### src/rtl/alu_rr_arbiter.sv
// Round-robin arbiter sharing one registered ALU among N_REQ requesters.
// Grants one request per clock and returns the ALU result one cycle later.
module alu_rr_arbiter #(
  parameter int WIDTH = 8,
  parameter int N_REQ = 4,
  parameter int ID_W  = 3
) (
  input  logic                   clk_i,
  input  logic                   rst_i,
  input  logic [N_REQ-1:0]       req_valid_i,
  output logic [N_REQ-1:0]       req_ready_o,
  input  logic [N_REQ*WIDTH-1:0] req_first_i,
  input  logic [N_REQ*WIDTH-1:0] req_second_i,
  input  logic [N_REQ*3-1:0]     req_opcode_i,
  output logic [WIDTH-1:0]       alu_first_o,
  output logic [WIDTH-1:0]       alu_second_o,
  output logic [2:0]             alu_opcode_o,
  input  logic [WIDTH-1:0]       alu_result_i,
  output logic [N_REQ-1:0]       rsp_valid_o,
  output logic [ID_W-1:0]        rsp_id_o,
  output logic [WIDTH-1:0]       rsp_result_o,
  output logic [15:0]            issued_cnt_o
);

  logic [ID_W-1:0]  r_ptr;
  logic [N_REQ-1:0] r_rsp_valid;
  logic [ID_W-1:0]  r_rsp_id;
  logic [15:0]      r_cnt;

  logic [N_REQ-1:0] w_hi;
  logic [N_REQ-1:0] w_sel;
  logic [N_REQ-1:0] w_gnt_oh;
  logic [ID_W-1:0]  w_gnt;
  logic             w_found;
  logic [ID_W-1:0]  w_ptr_nxt;

  // Requests at or above ptr take precedence; if none, wrap to the lowest valid index.
  always_comb begin
    w_hi     = '0;
    w_gnt_oh = '0;
    w_gnt    = '0;
    w_found  = 1'b0;
    for (int unsigned k = 0; k < N_REQ; k++) begin
      w_hi[k] = req_valid_i[k] && (ID_W'(k) >= r_ptr);
    end
    w_sel = (|w_hi) ? w_hi : req_valid_i;
    for (int unsigned k = 0; k < N_REQ; k++) begin
      if (w_sel[k] && !w_found) begin
        w_found     = 1'b1;
        w_gnt       = ID_W'(k);
        w_gnt_oh[k] = 1'b1;
      end
    end
    if (rst_i) begin
      w_found  = 1'b0;
      w_gnt_oh = '0;
    end
  end

  always_comb begin
    alu_first_o  = '0;
    alu_second_o = '0;
    alu_opcode_o = '0;
    for (int unsigned k = 0; k < N_REQ; k++) begin
      if (w_gnt_oh[k]) begin
        alu_first_o  = req_first_i[k*WIDTH +: WIDTH];
        alu_second_o = req_second_i[k*WIDTH +: WIDTH];
        alu_opcode_o = req_opcode_i[k*3 +: 3];
      end
    end
  end

  assign req_ready_o = w_gnt_oh;
  assign w_ptr_nxt   = (w_gnt == ID_W'(N_REQ - 1)) ? '0 : w_gnt + 1'b1;

  always_ff @(posedge clk_i) begin
    if (rst_i) begin
      r_ptr       <= '0;
      r_rsp_valid <= '0;
      r_rsp_id    <= '0;
      r_cnt       <= '0;
    end else if (w_found) begin
      r_ptr       <= w_ptr_nxt;
      r_rsp_valid <= w_gnt_oh;
      r_rsp_id    <= w_gnt;
      r_cnt       <= r_cnt + 16'd1;
    end else begin
      r_rsp_valid <= '0;
    end
  end

  assign rsp_valid_o  = r_rsp_valid;
  assign rsp_id_o     = r_rsp_id;
  assign rsp_result_o = alu_result_i;
  assign issued_cnt_o = r_cnt;

endmodule

### config.mk
export PLATFORM = sky130hd
export DESIGN_NAME = alu_rr_arbiter
export DESIGN_NICKNAME = d
export VERILOG_FILES = /design/src/rtl/alu_rr_arbiter.sv
export SDC_FILE = /design/constraint.sdc
export NUM_CORES = 1
export LEC_CHECK = 0
export CAP_MARGIN = 10
export CORE_MARGIN = 3
export CORE_UTILIZATION = 42
export DETAILED_ROUTE_END_ITERATION = 7
export HOLD_SLACK_MARGIN = 0.03
export PLACE_DENSITY = 0.93
export SLEW_MARGIN = 10
export SYNTH_ARGS = -nofsm -noshare
export SYNTH_HDL_FRONTEND = slang
export SYNTH_SLANG_ARGS = --single-unit
### constraint.sdc
create_clock -name clk_i -period 4 [get_ports clk_i]
set_input_delay 0.6 -clock clk_i [delete_from_list [all_inputs] [get_ports clk_i]]
set_output_delay 0.6 -clock clk_i [all_outputs]
set_load 0.02 [all_outputs]
==> run summary <==
* post-synthesis sequential area ratio: 19.7%
* post-place setup slack: 0.316 ns
* Post-CTS Setup Inserts: 0
* die area: 6770 µm²
* die span in x: 82.3 µm
* setup TNS after final layout: 0 ns
* Net Count, Synth: 410
* Post-DRT Antenna Nets: 0
* fin crit period: 3.75 ns
* cell types occupying the most area after synthesis: dfxtp_1 (20%), mux2i_1 (8.2%), nor4b_1 (7.9%)
* final net count: 511
* internal power: 622 µW
* worst setup path category: primary input to output pin
* maximum net fanout on the critical path: 19
* total clock sinks: 24
* unrepaired setup endpoints after global routing: no
* ys async rst share: 0%
* synthesized netlist cell count: 318
* critical path required time: 3.40 ns
* setup slack after layout: 0.254 ns
* mapped cell area: 2440 µm²
* most frequent cell after synthesis: dfxtp_1
* pin slew with the least headroom to its limit: 0.786 ns
* Hold Fails Final Rpt: 0
* initial antenna violation count: 0
* Net Sw Power: 322 µW
* critical path capture point type: output pin
* DP Wirelength: 6.38 mm
* number of violations reported at the end of detailed-routing iteration 0: 206
* hold buffer count at CTS: 0
* max_slew headroom: 47.6%
* DRT Wirelength: 8.32 mm
* achievable frequency: 267 MHz
* number of global-route vias before repair: 2842
* Static Leakage: 1.32 nW
* power density over the cells: 251 nW/µm²
* Layout Cells excl Fill: 490
* number of antenna repair diodes: 0
* predominant post-synthesis flop cell: dfxtp_1
* standard-cell row count: 27
* post-layout power: 943 µW
* proportion of power drawn by flip-flops and latches: 28.2%
* fraction of layout cells with a size suffix above 1: 5.98%
* status: finished clean
* final setup violation count: 0
* Fin Clk Skew: 0.00385 ns
* Overflow after GRT: 0
* largest net degree at the start of global routing: 27
* post-synth top area share: 19.7%
* maximum number of buffers from clock root to sink: 2
* depth of the CTS H-tree: 1
* # resized after CTS: 0
* CTS tree: built
* io pins: 144
* maximum capacitance violations: 0
* Routability Congestion: 0.928
* fin. max-slew vios: 0
* buffer type at the clock tree root: clkbuf_8
* DP Cell Count: 486
* clock slew at reported path FFs: 0.08 ns
* crit share post-route: 93.6%
* number of vias per cell after detailed routing: 6.00
* fill cell count: 475
* Avg Inst Size Synth: 7.68 µm²
* Die Y: 82.3 µm
* overall via count from detail_route: 2939
* cell type with the largest total area after synthesis: dfxtp_1
* leading post-synthesis cells by instance count: dfxtp_1 (24), o21ai_0 (23), clkbuf_1 (22), nor2b_1 (22), nor4b_1 (22)
* Worst EP arrival: 3.15 ns
* all-layer global routing usage: 24.3%
* number of I/O port buffers: 126
* average routed wire per standard cell: 17.0 µm
* Area growth, synth to finish: 53.9%
* worst-skew pair later-pin latency: 0.26 ns
* part of the total power dissipated in the clock network: 22.1%
* number of storage elements in the synthesis netlist: 24
* number of synthesized flops with an enable pin: 0
* switching power as a share of total power: 34.1%
* Worst Setup Start Kind: primary input
* distinct cell type count after synthesis: 41
* first-pass GRT wire length: 13.3 mm
* path class of the lowest-slack min-delay path: flop to flop
* residual DRC count: 0
* synthesis warning total: 0
* core region area: 5570 µm²
* combinational fraction of design power: 49.7%
* maximum VDD drop: 0.000266 V
* initial core utilization: 43.8%
* TritonCTS Buffers: 3
* total iterations of the first detailed-routing run: 5
==> area by class of cell <==
cell class              count  area (µm²)  share of cell area (%)
clock buffers               3        41.3                    1.10
flip-flops and latches     24         480                    12.8
well taps                  72        90.1                    2.40
multi-input cells         242        1720                    45.6
inverters                   5        18.8                   0.499
clock inverters             1        30.0                   0.798
repair buffers            143        1380                    36.8
==> final timing paths <==
check | startpoint | cells past startpoint | slack, ns | to
min reg2reg | issued_cnt_o[15]$_SDFFE_PP0P_ | 2 | 0.49 | issued_cnt_o[15]$_SDFFE_PP0P_
min | issued_cnt_o[15]$_SDFFE_PP0P_ | 2 | 0.49 | issued_cnt_o[15]$_SDFFE_PP0P_
max reg2reg | r_ptr[0]$_SDFFE_PP0P_ | 8 | 2.10 | r_ptr[0]$_SDFFE_PP0P_
max | req_valid_i[2] | 6 | 0.25 | alu_second_o[4]
==> through the flow <==
step / util [%] / cell area, µm² / hold slack, ns
final: 67.5 / 3760 / 0.491
after floorplan: - / 2440 / 0.551
after global placement: 66.2 / 3690 / 0.460
after global routing: 67.5 / 3760 / 0.530
after detailed placement: 66.2 / 3690 / 0.480
after CTS: 67.5 / 3760 / 0.491
==> kinds of logic after synthesis <==
kind of cell             Yosys count  share of synthesized area [%]
AND/OR/NAND/NOR                  126                           35.3
AO/OA/AOI/OAI                     84                           22.1
buffers and inverters             52                           10.3
flip-flops                        24                           19.7
multiplexers                      20                           8.19
XOR/XNOR                           9                           3.23
adder cells (fa/ha/maj)            2                           1.02
other                              1                          0.153
==> sequential cells by signal (all words and copies together) (netlist names) <==
register      flops
issued_cnt_o     16
r_ptr             2
rsp_id_o          2
rsp_valid_o       4
==> power by group through the flow <==
stage | Clock, mW | Sequential (mW) | Combinational, mW
2_1_floorplan | 0 | 0.274 | 0.260
5_1_grt | 0.224 | 0.269 | 0.501
4_1_cts | 0.214 | 0.266 | 0.467
3_5_place_dp | 0 | 0.271 | 0.464
3_3_place_gp | 0 | 0.271 | 0.457
6_report | 0.208 | 0.266 | 0.469
==> critical path, stage by stage <==
cell,delay (ns)
clkdlybuf4s50_1,0.58
and3b_1,0.51
nor4b_1,0.41
mux2i_1,0.13
a31oi_1,0.25
clkdlybuf4s50_1,0.65
==> cells in the final DEF, fill, tap and decap left out, types with 10 or more instances in the layout <==
master	netlist	final
nor4bb_1	19	19
a21oi_1	10	10
a31oi_1	19	19
o21ai_0	23	22
nand2_1	12	12
a211oi_1	20	19
nor4b_1	22	22
nor2b_1	22	22
buf_4	11	17
dfxtp_1	24	24
nor2_1	18	18
mux2i_1	20	20
clkdlybuf4s50_1	0	125
==> metal layers <==
layer | GRT usage (%) | share of wire, % | vias to the layer above
met2 | 45.0 | 52 | 148
met4 | 6.64 | 1.7 | 0
met5 | 0 | 0 | -
li1 | - | - | 1387
met1 | 28.2 | 38 | 1387
met3 | 4.45 | 8.4 | 17
Power figures use the tool's default switching activity.
